===== src/rtl/frogger_pkg.sv =====
// ============================================================================
// Module      : frogger_pkg
// Description : Shared screen constants, coordinate type and collision-checker
//               state encoding for the frogger datapath.
// Revision    : 1.0 - initial release
// ============================================================================
`default_nettype none

package frogger_pkg;

   localparam int SCREEN_W = 640;
   localparam int SCREEN_H = 480;

   typedef logic [10:0] coord_t;

   typedef enum logic [1:0] {
      ST_IDLE   = 2'd0,
      ST_SCAN   = 2'd1,
      ST_REPORT = 2'd2
   } collide_state_t;

endpackage

`default_nettype wire


===== src/rtl/span_overlap.sv =====
// ============================================================================
// Module      : span_overlap
// Description : Combinational 1-D interval overlap test of [a_lo, a_lo+a_len-1]
//               against [b_lo, b_lo+b_len-1]; both lengths must be non-zero.
// Revision    : 1.0 - initial release
// ============================================================================
`default_nettype none

module span_overlap (
   input  logic [11:0] a_lo,
   input  logic [11:0] a_len,
   input  logic [11:0] b_lo,
   input  logic [11:0] b_len,
   output logic        overlap
);

   logic [11:0] w_a_hi;
   logic [11:0] w_b_hi;

   assign w_a_hi  = a_lo + a_len - 12'd1;
   assign w_b_hi  = b_lo + b_len - 12'd1;
   assign overlap = (b_lo <= w_a_hi) && (a_lo <= w_b_hi);

endmodule

`default_nettype wire


===== src/rtl/car_row_collide.sv =====
// ============================================================================
// Module      : car_row_collide
// Description : Per-lane collision checker; snapshots one lane and the frog,
//               scans active cars one per cycle, reports via valid/ack.
//               Optional macro CAR_WRAP_EN adds the right-edge wrapped segment.
// Revision    : 1.0 - initial release
// ============================================================================
`default_nettype none

module car_row_collide
   import frogger_pkg::*;
#(
   parameter int CAR_WIDTH  = 48,
   parameter int CAR_HEIGHT = 32,
   parameter int FROG_SIZE  = 32,
   parameter int SCREEN_W   = frogger_pkg::SCREEN_W
) (
   input  logic             frame_clk,
   input  logic             Reset,
   input  logic             Start,
   input  logic [3:0][10:0] Car_Start_X,
   input  logic [1:0]       Number_Cars,
   input  coord_t           CarY,
   input  coord_t           FrogX,
   input  coord_t           FrogY,
   output logic             Busy,
   output logic             Hit_Valid,
   output logic             Hit,
   output logic [1:0]       Hit_Index,
   input  logic             Hit_Ack,
   output logic [7:0]       Hit_Count
);

   localparam logic [11:0] C_CAR_W  = 12'(CAR_WIDTH);
   localparam logic [11:0] C_CAR_H  = 12'(CAR_HEIGHT);
   localparam logic [11:0] C_FROG   = 12'(FROG_SIZE);

   if (CAR_WIDTH > SCREEN_W) begin : g_bad_width
      $error("CAR_WIDTH must not exceed SCREEN_W");
   end

   collide_state_t   state_q, state_d;
   logic [2:0]       scan_q, scan_d;
   logic [1:0]       last_q, last_d;
   logic [3:0][10:0] carx_q, carx_d;
   coord_t           cary_q, cary_d;
   coord_t           frogx_q, frogx_d;
   coord_t           frogy_q, frogy_d;
   logic             ov_q, ov_d;
   logic             ov_vld_q, ov_vld_d;
   logic [1:0]       ov_idx_q, ov_idx_d;
   logic             hit_q, hit_d;
   logic [1:0]       hit_idx_q, hit_idx_d;
   logic [7:0]       hit_count_q, hit_count_d;

   logic [11:0]      w_car_x;
   logic             w_x_ov;
   logic             w_y_ov;
   logic             w_wrap_ov;
   logic             w_car_ov;

   assign w_car_x = {1'b0, carx_q[scan_q[1:0]]};

   span_overlap u_x_ov (
      .a_lo    (w_car_x),
      .a_len   (C_CAR_W),
      .b_lo    ({1'b0, frogx_q}),
      .b_len   (C_FROG),
      .overlap (w_x_ov)
   );

   span_overlap u_y_ov (
      .a_lo    ({1'b0, cary_q}),
      .a_len   (C_CAR_H),
      .b_lo    ({1'b0, frogy_q}),
      .b_len   (C_FROG),
      .overlap (w_y_ov)
   );

`ifdef CAR_WRAP_EN
   logic [11:0] w_car_end;
   logic [11:0] w_wrap_len;
   logic        w_wrap_act;
   logic        w_wrap_x_ov;

   // Portion of the car beyond the right edge reappears starting at X=0.
   assign w_car_end  = w_car_x + C_CAR_W;
   assign w_wrap_act = w_car_end > 12'(SCREEN_W);
   assign w_wrap_len = w_car_end - 12'(SCREEN_W);

   span_overlap u_wrap_ov (
      .a_lo    (12'd0),
      .a_len   (w_wrap_len),
      .b_lo    ({1'b0, frogx_q}),
      .b_len   (C_FROG),
      .overlap (w_wrap_x_ov)
   );

   assign w_wrap_ov = w_wrap_act & w_wrap_x_ov;
`else
   assign w_wrap_ov = 1'b0;
`endif

   assign w_car_ov = (w_x_ov | w_wrap_ov) & w_y_ov;

   always_comb begin
      state_d     = state_q;
      scan_d      = scan_q;
      last_d      = last_q;
      carx_d      = carx_q;
      cary_d      = cary_q;
      frogx_d     = frogx_q;
      frogy_d     = frogy_q;
      ov_d        = ov_q;
      ov_vld_d    = ov_vld_q;
      ov_idx_d    = ov_idx_q;
      hit_d       = hit_q;
      hit_idx_d   = hit_idx_q;
      hit_count_d = hit_count_q;

      case (state_q)
         ST_IDLE: begin
            if (Start) begin
               carx_d    = Car_Start_X;
               last_d    = Number_Cars;
               cary_d    = CarY;
               frogx_d   = FrogX;
               frogy_d   = FrogY;
               scan_d    = 3'd0;
               ov_vld_d  = 1'b0;
               hit_d     = 1'b0;
               hit_idx_d = 2'd0;
               state_d   = ST_SCAN;
            end
         end

         ST_SCAN: begin
            // Compare result is registered first, so the last car's result is
            // folded in one cycle after it is tested; this sets latency N+1.
            if (ov_vld_q && ov_q && !hit_q) begin
               hit_d     = 1'b1;
               hit_idx_d = ov_idx_q;
            end
            if (scan_q <= {1'b0, last_q}) begin
               ov_d     = w_car_ov;
               ov_idx_d = scan_q[1:0];
               ov_vld_d = 1'b1;
               scan_d   = scan_q + 3'd1;
            end else begin
               ov_vld_d = 1'b0;
               state_d  = ST_REPORT;
            end
         end

         ST_REPORT: begin
            if (Hit_Ack) begin
               if (hit_q && (hit_count_q != 8'hFF)) begin
                  hit_count_d = hit_count_q + 8'd1;
               end
               state_d = ST_IDLE;
            end
         end

         default: state_d = ST_IDLE;
      endcase
   end

   always_ff @(posedge frame_clk or posedge Reset) begin
      if (Reset) begin
         state_q     <= ST_IDLE;
         scan_q      <= 3'd0;
         last_q      <= 2'd0;
         carx_q      <= '0;
         cary_q      <= '0;
         frogx_q     <= '0;
         frogy_q     <= '0;
         ov_q        <= 1'b0;
         ov_vld_q    <= 1'b0;
         ov_idx_q    <= 2'd0;
         hit_q       <= 1'b0;
         hit_idx_q   <= 2'd0;
         hit_count_q <= 8'd0;
      end else begin
         state_q     <= state_d;
         scan_q      <= scan_d;
         last_q      <= last_d;
         carx_q      <= carx_d;
         cary_q      <= cary_d;
         frogx_q     <= frogx_d;
         frogy_q     <= frogy_d;
         ov_q        <= ov_d;
         ov_vld_q    <= ov_vld_d;
         ov_idx_q    <= ov_idx_d;
         hit_q       <= hit_d;
         hit_idx_q   <= hit_idx_d;
         hit_count_q <= hit_count_d;
      end
   end

   assign Busy      = (state_q != ST_IDLE);
   assign Hit_Valid = (state_q == ST_REPORT);
   assign Hit       = hit_q;
   assign Hit_Index = hit_idx_q;
   assign Hit_Count = hit_count_q;

endmodule

`default_nettype wire


===== config.mk =====
export PLATFORM = sky130hd
export DESIGN_NAME = car_row_collide
export DESIGN_NICKNAME = d
export VERILOG_FILES = /design/src/rtl/frogger_pkg.sv /design/src/rtl/span_overlap.sv /design/src/rtl/car_row_collide.sv
export SDC_FILE = /design/constraint.sdc
export NUM_CORES = 1
export LEC_CHECK = 0
export CORE_MARGIN = 3
export CORE_UTILIZATION = 58
export DETAILED_ROUTE_END_ITERATION = 10
export PLACE_DENSITY = 0.86
export SYNTH_ARGS = -nofsm -noshare
export SYNTH_HDL_FRONTEND = slang
export SYNTH_SLANG_ARGS = --single-unit

===== constraint.sdc =====
create_clock -name frame_clk -period 10.2 [get_ports frame_clk]
set_clock_uncertainty 0.05 [all_clocks]
set_input_delay 2.55 -clock frame_clk [delete_from_list [all_inputs] [get_ports frame_clk]]
set_output_delay 2.55 -clock frame_clk [all_outputs]
set_load 0.01 [all_outputs]

==> run metrics <==
largest net degree at the start of global routing=87; Final setup viols=0; post-CTS setup buffers=0; Sink Count=99; area grow syn2layout=22.20%; final worst-path cycle share=41.23%; Max-slew headroom=22.67%; maximum clock path buffer count=2; Worst Hold Class=flop to flop; hold buffers post-CTS=0; DP Cell Count=690; R2R cell count=13; share of the yosys chip area belonging to registers=43.47%; CP max FO=86; all-layer global routing usage=23.19%; CTS tree=done; Placer Congestion=0.8750; Hold Fails Final Rpt=0; layout cell share with drive strength beyond 1=13.86%; maxcap violations=0; die outline height=105.1 um; Final Max Slew Viols=0; WP depth=4; FF-to-FF End=ov_q; Power Density=337.9 mW/mm2; Initial Util=60.53%; first-pass GRT wire length=20.65 mm; final-stage net count=705; synth cell count leaders=dfrtp_1 (99), ha_1 (50), mux2_2 (46), nand2_1 (36), mux2_1 (35); initial antenna violation count=0; Synth async-reset ratio=100.0%; root buf cell=clkbuf_8; Worst Tran Pin Value=1.160 ns; area share of the largest cell type after synthesis=43.47%; Largest delay share family, worst path=simple AND/OR/NAND/NOR gates; Final Non-Filler Cells=706; most common cell in the netlist=dfrtp_1; final critical-path required period=4.205 ns; Core Util, Final=73.97%; worst endpoint data arrival time=4.42 ns; drt initial violations=156; post-synthesis compound-gate area fraction=6.696%; setup TNS=0 ns; cell breakdown of the critical path=clkdlybuf4s50_1 > nand2_1 > or2_4 > mux2_2; synth top area cells=dfrtp_1 (43%), ha_1 (11%), mux2_2 (9.1%); CP Launch Point=Start; Setup crit end kind=flop; yosys warns=0; r2r startpoint=scan_q[1]; htree depth=3; slowest stage delay, CP=0.89 ns; Routed WL=12.04 mm; RSZ-0062 raised after global routing=false; CP startpoint kind=primary input; full die area=0.01105 mm2; Post-synth EDFFs=0; post-DP HPWL=9.267 mm; flop-to-flop setup slack=6.14 ns; number of I/O pins=96; portion of netlist area occupied by mux cells=20.68%; Syn Std Cell Area=0.005699 mm2; Top FF cell, synth=dfrtp_1; static leakage=3.014 nW; WP buf/inv=1; ant diodes=0; largest family of logic cells by synthesized area=multiplexers; first drt pass iteration count=4; # rows=35; Worst-path clk slew=0.11 ns; syn avg cell area=11.92 um2; WL per Instance=17.05 um; vias in the first global route=4211; cts repair resizes=0; Crit path required time=10.41 ns; port bufs=95; net count after synthesis=611; count of state elements after synthesis=99; Mapped Cells=478; peak supply drop=0.1329 mV; DRC Markers=0; total congestion overflow=0; outcome=finished clean; CP Capture Point=carx_q[26]; Post-Synth Simple-Gate Area=9.506%; CORE AREA=0.009415 mm2; Crit-path slowest cell=or2_4; area leader, netlist=dfrtp_1; Via density=5.640; unique cell type count in the Yosys netlist=47; fmax=237.8 MHz; Die X=105.1 um; kind of critical path=primary input to flop; XOR/XNOR share of the synthesized area=6.454%; CTS buffer count=9; Antenna Nets Post-Route=0; Clock Latency Late Sink=0.38 ns; adder-cell share of the synthesized area=10.98%; via count=3982
state kept, by name, summed over array words and instances (netlist names):
signal     count
frogx_q       11
frogy_q       11
Hit_Count      8
Hit_Index      2
Hit            1
ov_q           1
scan_q         3
state_q        2
last_q         2
carx_q        44
ov_vld_q       1
cary_q        11
ov_idx_q       2
area by class of cell:
type / instances / area (um2)
inverter: 17 / 66.31
clock buffer: 10 / 137.6
multi-input combinational: 349 / 3098
tap: 129 / 161.4
clock inverter: 6 / 65.06
sequential: 99 / 2477
timing repair buffer: 96 / 958.4
fill: 652 / 2451
layer usage:
metal	wire length, um	up-vias	track usage, %
met3	677	12	4.447
li1	-	1929	-
met1	5602	1945	32.90
met5	0	-	0
met2	5624	96	36.85
met4	133	0	5.904
stage by stage:
stage	area, um2	total power, mW	worst slack, ns	hold WS, ns
final	6964	2.353	5.995	0.4503
after global routing	6964	2.583	5.799	0.4725
after CTS	6964	2.360	5.994	0.4523
after detailed placement	6761	2.094	5.634	0.4282
after global placement	6761	2.022	5.683	0.4161
after floorplan	5699	1.745	5.010	0.3985
layout by cell type, fill, tap and decap left out, types with 13 or more instances in the layout:
cell type        netlist  final
nand3_1               15     15
a21oi_1               14     14
clkdlybuf4s50_1        0     95
xnor2_1               19     19
nor2_1                15     15
xor2_1                23     23
inv_1                 16     15
mux2_1                35     35
ha_1                  50     50
nand2_1               36     36
mux2_2                46     46
dfrtp_1               99     99
nand4_1               13     13
power by group:
| group | total, mW | leakage [nW] | internal [mW] | switching (mW) |
|---|---|---|---|---|
| Combinational | 1.34 | 1.71 | 0.687 | 0.649 |
| Clock | 0.257 | 0.104 | 0.103 | 0.154 |
| Sequential | 0.760 | 1.20 | 0.572 | 0.188 |
kinds of logic after synthesis:
| family | after synthesis |
|---|---|
| adders and majority gates | 50 |
| AOI/OAI and AO/OA | 55 |
| xor gates and xnor gates | 42 |
| buffers and inverters | 30 |
| and+or+nand+nor | 110 |
| DFF | 99 |
| muxes | 92 |
worst min-delay path by stage:
stage,cells past startpoint,startpoint,endpoint,slack [ns]
after floorplan,2,ov_q,ov_q,0.40
after global placement,1,carx_q[29],carx_q[29],0.42
after detailed placement,1,carx_q[29],carx_q[29],0.43
after CTS,1,carx_q[29],carx_q[29],0.45
after global routing,1,carx_q[6],carx_q[6],0.47
final,1,carx_q[2],carx_q[2],0.45
(Power assumes the default switching activity.)
